### src/rtl/inst_loader.sv
// Boot-time program loader: unpacks a framed byte stream (length, big-endian words, XOR checksum)
// into 32-bit imem writes, holding the CPU in reset until a verified image is in place.
module inst_loader #(
  parameter int ADDR_WIDTH = 10,
  parameter int BASE_ADDR  = 0
) (
  input  logic                  clk,
  input  logic                  rst,
  input  logic                  start,
  input  logic                  byte_valid,
  input  logic [7:0]            byte_data,
  output logic                  byte_ready,
  output logic                  imem_wen,
  output logic [ADDR_WIDTH-1:0] imem_addr,
  output logic [31:0]           imem_wdata,
  output logic                  cpu_hold,
  output logic                  busy,
  output logic                  done,
  output logic                  err
);

  typedef enum logic [2:0] {
    S_IDLE, S_LEN_HI, S_LEN_LO, S_DATA, S_CHECK, S_DONE, S_ERR
  } state_t;

  localparam logic [16:0]           CAPACITY = 17'd1 << ADDR_WIDTH;
  localparam logic [ADDR_WIDTH-1:0] BASE     = ADDR_WIDTH'(BASE_ADDR);

  state_t                r_state, w_next;
  logic [7:0]            r_len_hi;
  logic [15:0]           r_len;
  logic [15:0]           r_word_cnt;
  logic [1:0]            r_byte_idx;
  logic [23:0]           r_shift;
  logic [7:0]            r_xor;
  logic                  r_wen;
  logic [ADDR_WIDTH-1:0] r_addr;
  logic [31:0]           r_wdata;
  logic                  r_done;
  logic                  r_err;

  logic        w_xfer;
  logic        w_idle_like;
  logic        w_start;
  logic [15:0] w_len;
  logic        w_len_too_big;
  logic        w_last_byte;
  logic        w_last_word;

  assign w_xfer        = byte_valid & byte_ready;
  assign w_idle_like   = (r_state == S_IDLE) || (r_state == S_DONE) || (r_state == S_ERR);
  assign w_start       = start & w_idle_like;
  assign w_len         = {r_len_hi, byte_data};
  assign w_len_too_big = {1'b0, w_len} > CAPACITY;
  assign w_last_byte   = (r_byte_idx == 2'd3);
  assign w_last_word   = ((r_word_cnt + 16'd1) == r_len);

  always_ff @(posedge clk) begin
    if (rst) r_state <= S_IDLE;
    else     r_state <= w_next;
  end

  always_comb begin
    w_next     = r_state;
    byte_ready = 1'b0;
    busy       = 1'b0;
    cpu_hold   = 1'b1;
    case (r_state)
      S_IDLE, S_DONE: begin
        cpu_hold = 1'b0;
        if (start) w_next = S_LEN_HI;
      end
      S_ERR: begin
        if (start) w_next = S_LEN_HI;
      end
      S_LEN_HI: begin
        byte_ready = 1'b1;
        busy       = 1'b1;
        if (w_xfer) w_next = S_LEN_LO;
      end
      S_LEN_LO: begin
        byte_ready = 1'b1;
        busy       = 1'b1;
        if (w_xfer) begin
          if (w_len_too_big)       w_next = S_ERR;
          else if (w_len == 16'd0) w_next = S_CHECK;
          else                     w_next = S_DATA;
        end
      end
      S_DATA: begin
        byte_ready = 1'b1;
        busy       = 1'b1;
        // The final word's write strobe lands in the first CHECK cycle.
        if (w_xfer && w_last_byte && w_last_word) w_next = S_CHECK;
      end
      S_CHECK: begin
        byte_ready = 1'b1;
        busy       = 1'b1;
        if (w_xfer) w_next = (byte_data == r_xor) ? S_DONE : S_ERR;
      end
      default: w_next = S_IDLE;
    endcase
  end

  always_ff @(posedge clk) begin
    if (rst) begin
      r_len_hi   <= '0;
      r_len      <= '0;
      r_word_cnt <= '0;
      r_byte_idx <= '0;
      r_shift    <= '0;
      r_xor      <= '0;
      r_wen      <= 1'b0;
      r_addr     <= '0;
      r_wdata    <= '0;
      r_done     <= 1'b0;
      r_err      <= 1'b0;
    end else begin
      r_wen <= 1'b0;
      if (w_start) begin
        r_len_hi   <= '0;
        r_len      <= '0;
        r_word_cnt <= '0;
        r_byte_idx <= '0;
        r_xor      <= '0;
        r_done     <= 1'b0;
        r_err      <= 1'b0;
      end
      case (r_state)
        S_LEN_HI: if (w_xfer) r_len_hi <= byte_data;
        S_LEN_LO: begin
          if (w_xfer) begin
            r_len <= w_len;
            if (w_len_too_big) r_err <= 1'b1;
          end
        end
        S_DATA: begin
          if (w_xfer) begin
            r_xor      <= r_xor ^ byte_data;
            r_byte_idx <= r_byte_idx + 2'd1;
            if (w_last_byte) begin
              r_wen      <= 1'b1;
              r_addr     <= BASE + r_word_cnt[ADDR_WIDTH-1:0];
              r_wdata    <= {r_shift, byte_data};
              r_word_cnt <= r_word_cnt + 16'd1;
            end else begin
              r_shift <= {r_shift[15:0], byte_data};
            end
          end
        end
        S_CHECK: begin
          if (w_xfer) begin
            if (byte_data == r_xor) r_done <= 1'b1;
            else                    r_err  <= 1'b1;
          end
        end
        default: ;
      endcase
    end
  end

  assign imem_wen   = r_wen;
  assign imem_addr  = r_addr;
  assign imem_wdata = r_wdata;
  assign done       = r_done;
  assign err        = r_err;

endmodule

### config.mk
export PLATFORM = sky130hd
export DESIGN_NAME = inst_loader
export DESIGN_NICKNAME = d
export VERILOG_FILES = /design/src/rtl/inst_loader.sv
export SDC_FILE = /design/constraint.sdc
export NUM_CORES = 1
export LEC_CHECK = 0
export ABC_AREA = 1
export BUFFER_PORTS_ARGS = -buffer_cell sky130_fd_sc_hd__buf_2
export CORE_ASPECT_RATIO = 0.75
export CORE_MARGIN = 2
export CORE_UTILIZATION = 51
export DETAILED_ROUTE_END_ITERATION = 12
export PLACE_DENSITY = 0.74
export SLEW_MARGIN = 20
export SYNTH_ARGS = -nofsm -noshare
export SYNTH_HDL_FRONTEND = slang
export SYNTH_SLANG_ARGS = --single-unit
### constraint.sdc
create_clock -name clk -period 1.8 [get_ports clk]
set_input_delay 0.27 -clock clk [delete_from_list [all_inputs] [get_ports clk]]
set_output_delay 0.27 -clock clk [all_outputs]
set_load 0.005 [all_outputs]
# --- Yosys cells after proc, flatten, opt, wreduce, memory -nomap -nowiden ---
# Cells that the tools add are included.
# W data, S select, Z words.
classes:
  eq_ne: 14
  muxes: 38
  reduce_logical: 13
  n_bitwise: 6
  magnitude_cmp: 1
  add_sub_neg: 2
op_table:
  columns: ["op", "count"]
  rows:
  - ["$mux W16", 7]
  - ["$mux W8", 6]
  - ["$mux W3", 7]
  - ["$add A16 B1 Y16 const B", 1]
  - ["$eq A16 B16 Y1", 1]
  - ["$gt A16 B11 Y1 const B", 1]
  - ["$logic_not A16 Y1", 1]
  - ["$pmux W3 S5", 1]
  - ["$mux W1", 12]
  - ["$eq A3 B3 Y1 const B", 3]
  - ["$eq A8 B8 Y1", 1]
  - ["$mux W2", 4]
  - ["$ne A2 B2 Y1 const B", 4]
  - ["$xor A8 B8 Y8", 1]
  - ["$eq A3 B2 Y1 const B", 2]
  - ["$reduce_and A3 Y1", 2]
  - ["$reduce_or A3 Y1", 2]
  - ["$reduce_and A5 Y1", 1]
  - ["$reduce_or A4 Y1", 1]
  - ["$eq A3 B1 Y1 const B", 1]
  - ["$logic_not A3 Y1", 1]
  - ["$not A1 Y1", 3]
  - ["$add A2 B1 Y2 const B", 1]
  - ["$and A1 B1 Y1", 2]
  - ["other kinds (6)", 8]
word_totals:
  word_cells: 86
  output_inout_bits: 48
  regBits: 122

# --- Logic depth before layout (Yosys ltp) ---
# Gate-level depths: netlist of run 1.
logic_depth:
  depth_word: 8
  mapped_depth: 16
  depth_no_buf: 16

# --- Worst setup path after synthesis of run 1 ---
# Ideal clock, no wire load.
synth_timing:
  path_type: "register to register"
  start: "register r_word_cnt[0]"
  end: "register r_state[0]"
  period_less_slack_ns: 1.740
  required_time_ns: 1.687
  path_stages_with_launch: 17
  n_path_buf: 0
  arrival_time_ns: 1.627
  path_slack_ns: 0.060
  path_cell_list: "dfxtp_1 -> ha_1 -> nand2_2 -> nor2_4 -> nand3_1 -> nand2_1 -> nand2_1 -> nand2_1 -> nand2_1 -> nor2_1 -> nand2_1 -> nor2_1 -> nand2_1 -> nand2_2 -> nand2_1 -> o21ai_1 -> inv_1"
synth_via:
  elab_chain_cells: 5
synth_lines:
  columns: ["item", "line_no", "rtl"]
  rows:
  - ["start, declared", "32", "logic [15:0] r_word_cnt;"]
  - ["start signal, assigned", "145", "r_word_cnt <= r_word_cnt + 16'd1;"]
  - ["$add A16 B1 Y16", "56", "assign w_last_word = ((r_word_cnt + 16'd1) == r_len);"]
  - ["$eq A16 B16 Y1", "56", null]
  - ["$logic_and A1 B1 Y1", "94", "if (w_xfer && w_last_byte && w_last_word) w_next = S_CHECK;"]
  - ["$ne A2 B2 Y1 (no line)", null, null]
  - ["$reduce_and A5 Y1 (no line)", null, null]
  - ["end signal, assigned", "60", "else r_state <= w_next;"]
  - ["end, declared", "29", "state_t r_state, w_next;"]
# No other way between the ends.
# A chain may end at the register's enable or synchronous reset.

# --- Worst setup path in the final report of run 1 ---
layout_timing:
  start: "register r_word_cnt[4]"
  end: "register r_state[0]"
# Same word-level chain as after synthesis.

==> metrics.md, run 1 <==
| Metric | Value |
|---|---|
| Row cnt | 31 |
| Core area | 0.00974 mm² |
| Final setup viols | 3 |
| Tcrit/Tclk final | 1.07 |
| CP max FO | 7 |
| Total power | 7.57 mW |
| Worst-Margin Slew | 442 ps |
| Starting density of the core | 0.530 |
| Worst VDD drop | 0.953 mV |
| Highest clock rate | 521 MHz |
| Share of cells above drive strength 1 | 0.240 |
| Max-Cap Viols | 0 |
| Non-filler instance count after layout | 937 |
| Static leakage | 2.81 nW |
| Startpoint Class | flop |
| Seq/Total Area, Yosys | 0.473 |
| Final core utilization | 0.682 |
| Cell with the most instances on the worst path | nand2_1 |
| Mean Syn Cell Area | 7.43 µm² |
| Post-synth ARST share | 0 |
| Setup ws final | -119 ps |
| Crit end category | flop |
| Syn_nets | 709 |
| First-pass GRT wire length | 22.0 mm |
| Post-DRT Antenna Nets | 0 |
| Slew Limit Fails | 0 |
| Cell Pwr Density | 1140 mW/mm² |
| Drt first-iter violations | 378 |
| DRC errors left | 0 |
| Routed via count | 5044 |
| IO Pins | 60 |
| Synth Warn # | 0 |
| First-pass DRT Iterations | 5 |
| Chip width | 120 µm |
| Worst path cell trace | nand2_2 > nor2_4 > nand2_1 > nand2_1 > nand2_1 > nand2_1 > nand2_1 > nor2_1 > nand3_1 > nor2_1 > nand2_1 > nand2_2 > nand2_2 > o21ai_2 > inv_1 |
| H-tree depth | 4 |
| Number of port buffers | 59 |
| Vias in the first global route | 4593 |
| Skew-Pair Late Insertion Delay | 400 ps |
| Die area | 0.0110 mm² |
| RSZ-0062 raised after global routing | true |
| Critical path's slowest cell | dfxtp_2 |
| Number of synthesized flops with an enable pin | 0 |
| Fin. Hold Viols | 0 |
| HPWL after DPL | 9.45 mm |
| Dpl cells | 898 |
| Nets | 809 |
| Post-synth design cell area | 0.00516 mm² |
| Pre-CTS WS | -167 ps |
| Clk slew on worst S/H paths | 50 ps |
| Outcome | complete, but fails checks |
| Root buffer cell | clkbuf_16 |
| Initial antenna violation count | 0 |
| Gr usage total | 0.253 |
| Ant. Diodes | 0 |
| Syn Inst Count | 695 |
| Seq cells post-synth | 122 |
| Area Overhead vs Synth | 28.7% |
| Max-slew headroom | 0.705 |
| Cts bufs inserted | 17 |
| CP max stage delay | 360 ps |
| Hold buffers post-CTS | 0 |
| Tmin final | 1920 ps |
| Clock tree buffer depth | 2 |
| Total grt overflow | 0 |
| CP Data Required Time | 2100 ps |
| Failing checks | setup timing |
| Cell variety after synth | 32 |
| CTS tree | built |
| Setup Skew | 6.46 ps |
| Final wirelength | 14.0 mm |
| Kind of critical path | reg2reg |
| RD Place Congestion | 0.870 |
| Worst Hold Class | in2reg |
| Routed WL per cell | 15.0 µm |
| Die height | 91.1 µm |
| Largest net degree at the start of global routing | 50 |
| Main synth FF type | dfxtp_1 |
| Vias per cell | 5.38 |
| Crit path DAT | 2220 ps |
| Clock sinks | 122 |
[logic make-up after synthesis]
logic type	share of synthesized area
flops	0.473
simple gates	0.236
xor+xnor	0.0199
compound gates	0.185
buf+inv	0.0809
fa+ha+maj	0.00485
[path summary, 6_finish.rpt]
| path | start | end | slack [ps] | cells after the start |
|---|---|---|---|---|
| setup reg to reg | r_word_cnt[4]$_SDFF_PP0_ | r_state[0]$_SDFFE_PP0P_ | -120 | 15 |
| hold / removal | byte_data[3] | r_shift[3]$_SDFFE_PP0P_ | 220 | 3 |
| hold reg to reg | imem_addr[0]$_SDFFE_PP0P_ | imem_addr[0]$_SDFFE_PP0P_ | 450 | 2 |
| setup / recovery | r_word_cnt[4]$_SDFF_PP0_ | r_state[0]$_SDFFE_PP0P_ | -120 | 15 |
[cells in the mapped netlist (5+ instances only)]
cell,instances,share of area
a21oi_1,64,0.062
a22o_1,8,0.014
buf_2,13,0.013
clkbuf_1,15,0.011
dfxtp_1,122,0.47
inv_1,72,0.052
nand2_1,173,0.13
nand3_1,35,0.034
nand3b_1,5,0.0073
nand4_1,12,0.015
nor2_1,22,0.016
nor2_2,7,0.0085
nor3_1,6,0.0058
o21ai_0,78,0.076
o21ai_1,13,0.013
o22ai_1,9,0.011
or2_2,5,0.0061
xor2_1,9,0.015
[cell type report]
type / count / area (µm²)
Clock buffer: 22 / 464
Tap cell: 132 / 165
Fill cell: 830 / 3090
Clock inverter: 7 / 71.3
Sequential cell: 122 / 2460
Inverter: 76 / 290
Multi-Input combinational cell: 467 / 2430
Timing Repair Buffer: 111 / 756
[per-stage QoR]
stage                     hold slack, ps  TNS, ps  instance area, µm²
after CTS                            197    -87.2                6500
after floorplan                      432        0                5160
final                                215     -295                6640
after global placement               435     -778                5850
after detailed placement             439    -1170                5850
after global routing                 231    -2090                6640
[cells in the final DEF (no fill, tap or decap), drive strengths merged, types with 9 or more instances in the layout]
cell type	synthesis	final
nand2	177	177
dfxtp	122	122
buf	15	110
o21ai	91	91
inv	75	75
a21oi	65	65
nand3	36	36
nor2	33	33
clkbuf	15	23
nand4	12	12
xor2	9	9
o22ai	9	9
[per-layer routing]
layer / up-vias / track usage / share of wire
met3: 13 / 0.0578 / 0.074
li1: 2498 / - / -
met2: 189 / 0.394 / 0.46
met4: 0 / 0.0843 / 0.0098
met5: - / 0 / 0
met1: 2344 / 0.347 / 0.46
[critical path: cells and delay by family, from the launching register on]
| kind | cells | cell delay, ps |
|---|---|---|
| AND/OR/NAND/NOR | 13 | 1280 |
| flip-flops | 1 | 360 |
| AO/OA/AOI/OAI | 1 | 100 |
| buffers and inverters | 1 | 50 |
[sequential cells by signal (all words and copies together), names as in the netlist, 2 cells and up]
name and cells:
r_word_cnt 16, r_xor 8, imem_wdata 32, r_shift 24, r_byte_idx 2, r_len 16
r_len_hi 8, imem_addr 10, r_state 3
[where the power goes]
part / internal [mW] / leakage [nW] / switching (mW)
Clock: 1.94 / 0.254 / 1.15
Sequential: 2.89 / 0.991 / 0.159
Combinational: 0.566 / 1.57 / 0.864
Total: 5.40 / 2.81 / 2.17
[what timing repair did]
item                                    in CTS  in global routing
buffers inserted                             4                  4
endpoints found under the hold margin        0                  0
gates cloned                                 0                  2
endpoints found under the setup margin      53                105
resized for setup                           25                 32
pin swaps                                   16                 11
Note: power is estimated with default switching activity, not from simulation.
==> run 2, diff against run 1 <==
--- a/config.mk
+++ b/config.mk
@@ -5,11 +5,11 @@
 export SDC_FILE = /design/constraint.sdc
 export NUM_CORES = 1
 export LEC_CHECK = 0
-export ABC_AREA = 1
 export BUFFER_PORTS_ARGS = -buffer_cell sky130_fd_sc_hd__buf_2
 export CORE_ASPECT_RATIO = 0.75
 export CORE_MARGIN = 2
 export CORE_UTILIZATION = 51
+export CTS_BUF_LIST = sky130_fd_sc_hd__clkbuf_8
 export DETAILED_ROUTE_END_ITERATION = 12
 export PLACE_DENSITY = 0.74
 export SLEW_MARGIN = 20
==> run 2 against run 1 <==
  * The run still ends with setup timing left
  * Die area up 7.0%
  * Clock skew up 2.2 ps
  * Core utilization down 0.37 points
  * Non-clock buffer count up 43
==> metrics.md, run 2 <==
| Metric | Value |
|---|---|
| Outcome | complete, but fails checks |
| Failing checks | setup timing |
| HP Start | rst |
| Slew Limit Fails | 0 (unchanged) |
| Commonest cells post-synth | nand2_1, dfxtp_1, a21oi_1 |
| Final wirelength | 15.2 mm (+8.5%) |
| Routed WL per cell | 15.7 µm (+4.9%) |
| Core area | 0.0104 mm² (+6.9%) |
| RSZ-0062 raised after global routing | true |
| Number of synthesized flops with an enable pin | 0 (unchanged) |
| Ant. Diodes | 0 (unchanged) |
| Routed via count | 5374 (+6.5%) |
| Sequential share of power | 0.408 (+0.005) |
| WHS Endpoint | r_len_hi[7]$_SDFF_PP0_ |
| Max-slew headroom | 0.725 (+0.0203) |
| RD Place Congestion | 0.936 (+7.6%) |
| Comb power frac | 0.237 (+0.048) |
| Crit path DAT | 2410 ps (+190 ps) |
| Sw power | 2.34 mW (+7.6%) |
| Hold buffers post-CTS | 0 (unchanged) |
| Internal power | 4.82 mW (-11%) |
| Drt first-iter violations | 468 (+24%) |
| Most frequent cells in the layout | nand2_1, dfxtp_1, a21oi_1 |
| Worst VDD drop | 0.831 mV (-13%) |
| Nets | 834 (+3.1%) |
| Total grt overflow | 0 (unchanged) |
| Static leakage | 2.77 nW (-1.3%) |
| Cell Pwr Density | 1010 mW/mm² (-11%) |
| Clk slew on worst S/H paths | 80 ps (+30 ps) |
| First-pass DRT Iterations | 5 (unchanged) |
| Main synth FF type | dfxtp_1 |
| DRC errors left | 0 (unchanged) |
| Vias in the first global route | 5072 (+10%) |
| HPWL after DPL | 10.5 mm (+11%) |
| Area Overhead vs Synth | 27.6% |
| Max-Cap Viols | 0 (unchanged) |
| Most frequent cell after synthesis | nand2_1 |
| Share of cells above drive strength 1 | 0.286 (+0.0460) |
| Setup Skew | 8.69 ps (+2.24 ps) |
| Share of the synthesized area in the top cell type | 0.441 (-0.0320) |
| Crit end category | flop |
| Largest net degree at the start of global routing | 77 (+54%) |
| Area leader, netlist | dfxtp_1 |
| Kind of critical path | reg2reg |
| Clock tree buffer depth | 2 (unchanged) |
| Reg-to-Reg End | r_state[1]$_SDFFE_PP0P_ |
| CP max FO | 8 (+1) |
| Pre-CTS WS | -323 ps (-157 ps) |
| Final setup viols | 3 (unchanged) |
| Area contributors post-synth | dfxtp_1, nand2_1, a21oi_1, clkbuf_1, nand3_1 |
| Post-synth design cell area | 0.00554 mm² (+7.2%) |
| Seq/Total Area, Yosys | 0.441 (-0.0320) |
| Row cnt | 32 (+3.2%) |
| First-pass GRT wire length | 24.7 mm (+12%) |
| Worst Hold Class | in2reg |
| R2R cell count | 6 (-9) |
| IO Pins | 60 (unchanged) |
| Highest clock rate | 482 MHz (-7.6%) |
| Hold Crit Depth | 2 (-1) |
| Syn_nets | 723 (+2.0%) |
| Skew-Pair Late Insertion Delay | 450 ps (+50 ps) |
| Fin. Hold Viols | 0 (unchanged) |
| R2r setup slk | -280 ps (-160 ps) |
| Setup ws final | -276 ps (-157 ps) |
| Initial antenna violation count | 0 (unchanged) |
| RR Startpoint | r_word_cnt[7]$_SDFF_PP0_ |
| Number of port buffers | 59 (unchanged) |
| Worst-Margin Slew | 410 ps (-32.2 ps) |
| Max reg flops | 32 (unchanged) |
| Starting density of the core | 0.532 (+0.00158) |
| Vias per cell | 5.55 (+3.0%) |
| Seq cells post-synth | 122 (unchanged) |
| Die area | 0.0117 mm² (+7.0%) |
| Chip width | 124 µm (+3.4%) |
| Clock sinks | 122 (unchanged) |
| Commonest non-fill, non-tap cell in the layout | nand2_1 |
| Startpoint Class | flop |
| Post-synth ARST share | 0 (unchanged) |
| Final Cell Area | 0.00706 mm² (+6.3%) |
| Switching part of the total power | 0.326 (+0.0395) |
| Post-DRT Antenna Nets | 0 (unchanged) |
| Root buffer cell | clkbuf_8 |
| DP Area | 0.00650 mm² (+11%) |
| Gr usage total | 0.263 (+0.00957) |
| Syn Inst Count | 709 (+2.0%) |
| Die height | 94.2 µm (+3.4%) |
| Clock power frac | 0.355 (-0.053) |
| Mean Syn Cell Area | 7.81 µm² (+5.1%) |
| Tcrit/Tclk final | 1.15 (+0.0874) |
| Setup TNS | -629 ps (-334 ps) |
| Cts bufs inserted | 17 (unchanged) |
| CTS tree | built |
| CP Data Required Time | 2130 ps (+30 ps) |
| Final core utilization | 0.679 (-0.00370) |
| H-tree depth | 4 (unchanged) |
| Cell variety after synth | 59 (+84%) |
| Tmin final | 2080 ps (+157 ps) |
| Synth Warn # | 0 (unchanged) |
-- run 2: cell count changes after synthesis, sizes merged, moves of 6 or more --
| cell | previous run | this run |
|---|---|---|
| inv | 75 | 7 |
| xor2 | 9 | 15 |
| o21ai | 91 | 35 |
| and3 | 0 | 6 |
| clkbuf | 15 | 53 |
| nor4 | 2 | 9 |
| a21oi | 65 | 111 |
| o22ai | 9 | 1 |
| buf | 15 | 9 |
| a22o | 8 | 1 |
| xnor2 | 0 | 15 |
-- run 2: routing by layer --
layer / vias to the layer above / wire length [µm] / track usage / part of all wire
met2: 174 / 6870 / 0.418 / 0.45
met4: 0 / 165 / 0.0805 / 0.011
met1: 2529 / 7130 / 0.351 / 0.47
met5: - / 0 / 0 / 0
met3: 20 / 1060 / 0.0706 / 0.070
li1: 2651 / - / - / -
-- run 2: kinds of logic after synthesis --
family / after synthesis / share of synthesized area
compound gates: 173 / 0.174
xor+xnor: 31 / 0.0549
fa+ha+maj: 2 / 0.00452
buf+inv: 70 / 0.0635
flops: 122 / 0.441
mux: 3 / 0.00565
simple gates: 308 / 0.256
-- run 2: what timing repair did --
action                     CTS  global route
pin swaps                    5             5
gates cloned                 0             1
hold endpoints to repair     0             0
setup buffers                4             2
setup endpoints to repair   23            27
gates resized for setup     25            16
-- run 2: worst max path at each step --
stage                             startpoint                       to  slack [ps]  cells after the start
finish              r_word_cnt[7]$_SDFF_PP0_  r_state[1]$_SDFFE_PP0P_        -280                      6
global route        r_word_cnt[7]$_SDFF_PP0_  r_state[1]$_SDFFE_PP0P_        -350                      6
CTS                 r_word_cnt[7]$_SDFF_PP0_  r_state[1]$_SDFFE_PP0P_        -250                      6
detailed placement  r_word_cnt[4]$_SDFF_PP0_  r_state[1]$_SDFFE_PP0P_        -320                      6
global placement                byte_data[4]  r_state[0]$_SDFFE_PP0P_        -310                      9
floorplan           r_word_cnt[5]$_SDFF_PP0_  r_state[1]$_SDFFE_PP0P_        -120                      7
-- run 2: cell type report --
type	count	area (µm²)
clock buffers	18	248
clock inverters	14	161
fillers	842	3350
inverters	7	26.3
multi-input cells	518	2930
flip-flops and latches	122	2470
well taps	136	170
repair buffers	154	1050
-- run 2: power by group through the flow --
stage	registers [mW]	clock network (mW)	logic, mW
2_1_floorplan	2.92	0	0.998
3_3_place_gp	2.98	0	1.49
3_5_place_dp	2.98	0	1.53
4_1_cts	2.92	2.56	1.58
5_1_grt	2.94	2.69	1.84
6_report	2.92	2.54	1.69
-- run 2: worst max-delay path: stages (launching register included) --
cell and delay (ps):
dfxtp_4 400, xnor2_4 160, xnor2_2 140, or4_4 440, a2111oi_4 320, nand4_1 220, o31a_1 280
-- run 2: metrics by stage --
stage / power [mW] / cells / hold slack (ps)
final: 7.16 / 969 / 146
after CTS: 7.06 / 966 / 110
after floorplan: 3.92 / 709 / 432
after global placement: 4.47 / 931 / 440
after detailed placement: 4.51 / 931 / 443
after global routing: 7.46 / 969 / 132
==> run 3, diff against run 2 <==
--- a/config.mk
+++ b/config.mk
@@ -8,10 +8,10 @@
 export BUFFER_PORTS_ARGS = -buffer_cell sky130_fd_sc_hd__buf_2
 export CORE_ASPECT_RATIO = 0.75
 export CORE_MARGIN = 2
-export CORE_UTILIZATION = 51
+export CORE_UTILIZATION = 55
 export CTS_BUF_LIST = sky130_fd_sc_hd__clkbuf_8
 export DETAILED_ROUTE_END_ITERATION = 12
-export PLACE_DENSITY = 0.74
+export PLACE_DENSITY = 0.78
 export SLEW_MARGIN = 20
 export SYNTH_ARGS = -nofsm -noshare
 export SYNTH_HDL_FRONTEND = slang
==> run 3 against run 2 <==
  * The run still ends with setup timing left
  * Maximum frequency barely moved
  * Global-route usage is 2.0 points higher
  * Largest power group unchanged
  * Sequential cell count is the same
  * Count of clock-buffer cells in the layout decreased by 1
  * Clock power shrank 7.9%
  * Wire length is 0.40% lower
==> metrics.md, run 3 (synthesis results as in run 2) <==
| Metric | Value |
|---|---|
| Chip width | 120 µm (-3.6%) |
| R2R cell count | 7 (+1) |
| Static leakage | 2.75 nW (-1.0%) |
| RR Startpoint | r_word_cnt[6]$_SDFF_PP0_ |
| Kind of critical path | reg2reg |
| First-pass GRT wire length | 24.7 mm (-0.19%) |
| Ant. Diodes | 0 (unchanged) |
| Area Overhead vs Synth | 25.8% |
| Final wirelength | 15.2 mm (-0.40%) |
| Worst-Margin Slew | 502 ps (+92.3 ps) |
| Commonest non-fill, non-tap cell in the layout | nand2_1 |
| Fillers | 755 (-10%) |
| H-tree depth | 4 (unchanged) |
| CP max FO | 5 (-3) |
| Setup Skew | 13.2 ps (+4.55 ps) |
| Worst Setup SP | r_word_cnt[6]$_SDFF_PP0_ |
| CP Depth | 7 (+1) |
| Largest net degree at the start of global routing | 51 (-34%) |
| HP Start | byte_data[0] |
| Drt first-iter violations | 455 (-2.8%) |
| Cell Pwr Density | 1000 mW/mm² (-1.3%) |
| First-pass DRT Iterations | 6 (+1) |
| IO Pins | 60 (unchanged) |
| DRC errors left | 0 (unchanged) |
| RSZ-0062 raised after global routing | true |
| Skew-Pair Late Insertion Delay | 450 ps (about the same) |
| Critical path's slowest cell | dfxtp_4 |
| Clock tree buffer depth | 2 (unchanged) |
| Share of cells above drive strength 1 | 0.277 (-0.00861) |
| RD Place Congestion | 0.905 (-3.3%) |
| Post-DRT Antenna Nets | 0 (unchanged) |
| Die area | 0.0109 mm² (-7.0%) |
| R2r setup slk | -270 ps (about the same) |
| Row cnt | 31 (-3.1%) |
| Routed via count | 5411 (+0.69%) |
| Starting density of the core | 0.569 (+0.0368) |
| Gr usage total | 0.283 (+0.0201) |
| Reg-to-Reg End | r_state[1]$_SDFFE_PP0P_ |
| Max reg flops | 32 (unchanged) |
| Clk slew on worst S/H paths | 80 ps (about the same) |
| Worst hold margin | 148 ps (+2.57 ps) |
| Worst Hold Class | in2reg |
| HPWL after DPL | 10.6 mm (+0.61%) |
| Max-Cap Viols | 0 (unchanged) |
| Root buffer cell | clkbuf_8 |
| Tcrit/Tclk final | 1.15 (about the same) |
| Number of port buffers | 59 (unchanged) |
| CP top delay family | simple AND/OR/NAND/NOR gates |
| Pre-CTS WS | -322 ps (+1.79 ps) |
| Vias per cell | 5.62 (+1.4%) |
| Hold buffers post-CTS | 0 (unchanged) |
| Area occupied by multi-input gates | 0.00290 mm² (-1.1%) |
| CP max stage delay | 380 ps (-60 ps) |
| CP Capture Point | r_state[1]$_SDFFE_PP0P_ |
| CP Data Required Time | 2130 ps (about the same) |
| Worst VDD drop | 0.777 mV (-6.5%) |
| Total grt overflow | 0 (unchanged) |
| Fin. Hold Viols | 0 (unchanged) |
| Tmin final | 2070 ps (-1.45 ps) |
| Sequential cell area | 0.00247 mm² (unchanged) |
| Outcome | complete, but fails checks |
| Buf/Inv on CP | 1 (+1) |
| Routed WL per cell | 15.8 µm (+0.32%) |
| Clock sinks | 122 (unchanged) |
| CTS tree | built |
| Slew Limit Fails | 0 (unchanged) |
| Nets | 831 (-0.36%) |
| Final core utilization | 0.715 (+0.0369) |
| Most frequent cells in the layout | nand2_1, dfxtp_1, a21oi_1 |
| Worst path cell trace | buf_4 > nand2_1 > nor3_4 > mux2_4 > nor4_4 > nand4_1 > o31a_1 |
| Setup ws final | -275 ps (+1.45 ps) |
| Vias in the first global route | 5111 (+0.77%) |
| Cts bufs inserted | 17 (unchanged) |
| Core area | 0.00974 mm² (-6.5%) |
| Startpoint Class | flop |
| Die height | 90.9 µm (-3.5%) |
| Failing checks | setup timing |
| Max-slew headroom | 0.665 (-0.0597) |
| Crit end category | flop |
| Final setup viols | 4 (+1) |
| Initial antenna violation count | 0 (unchanged) |
| Crit path DAT | 2410 ps (about the same) |
| Highest clock rate | 482 MHz (about the same) |
[run 3: worst min path at each step]
stage	endpoint	slack (ps)	cells after the start
CTS	r_shift[0]$_SDFFE_PP0P_	130	3
global route	r_shift[0]$_SDFFE_PP0P_	130	3
global placement	imem_wdata[24]$_SDFFE_PP0P_	440	2
finish	r_shift[0]$_SDFFE_PP0P_	150	3
detailed placement	imem_wdata[27]$_SDFFE_PP0P_	450	2
floorplan	imem_wdata[24]$_SDFFE_PP0P_	430	2
[run 3: what timing repair did]
item | 4_1_cts | 5_1_grt
pin swaps | 7 | 2
cloned | 0 | 0
buffers inserted | 5 | 0
endpoints found under the setup margin | 24 | 28
gates resized for setup | 16 | 16
[run 3: power by group]
group	total (mW)	internal (mW)	switching (mW)	leakage, nW
combinational	1.69	0.738	0.948	1.57
sequential	2.93	2.80	0.133	0.991
clock	2.34	1.11	1.23	0.187
total	6.96	4.65	2.31	2.75
[run 3: metrics by stage]
step	power, mW	instance area, µm²	setup TNS (ps)	cells
6_report	6.96	6970	-615	962
5_1_grt	7.25	6970	-2590	962
4_1_cts	6.91	6930	-583	962
3_5_place_dp	4.56	6480	-1370	926
3_3_place_gp	4.52	6480	-938	926
2_1_floorplan	3.92	5670	-180	709
[run 3: routing by layer]
metal  up-vias  part of all wire  global-route usage
met2       196              0.46               0.450
met5         -                 0                   0
li1       2637                 -                   -
met1      2557              0.46               0.374
met4         0             0.013              0.0902
met3        21             0.063              0.0764
[run 3: cell type report]
class	count	share of cell area
multi-input combinational	517	0.417
sequential	122	0.355
timing repair buffer	152	0.147
clock buffer	17	0.0336
tap	132	0.0237
clock inverter	15	0.0205
inverter	7	0.00377
[run 3: worst register-to-register path, delay by kind of cell, from the launching register on]
family | cells | cell delay (ps)
AO/OA/AOI/OAI | 1 | 280
flip-flops | 1 | 380
AND/OR/NAND/NOR | 4 | 850
multiplexers | 1 | 340
buffers and inverters | 1 | 110
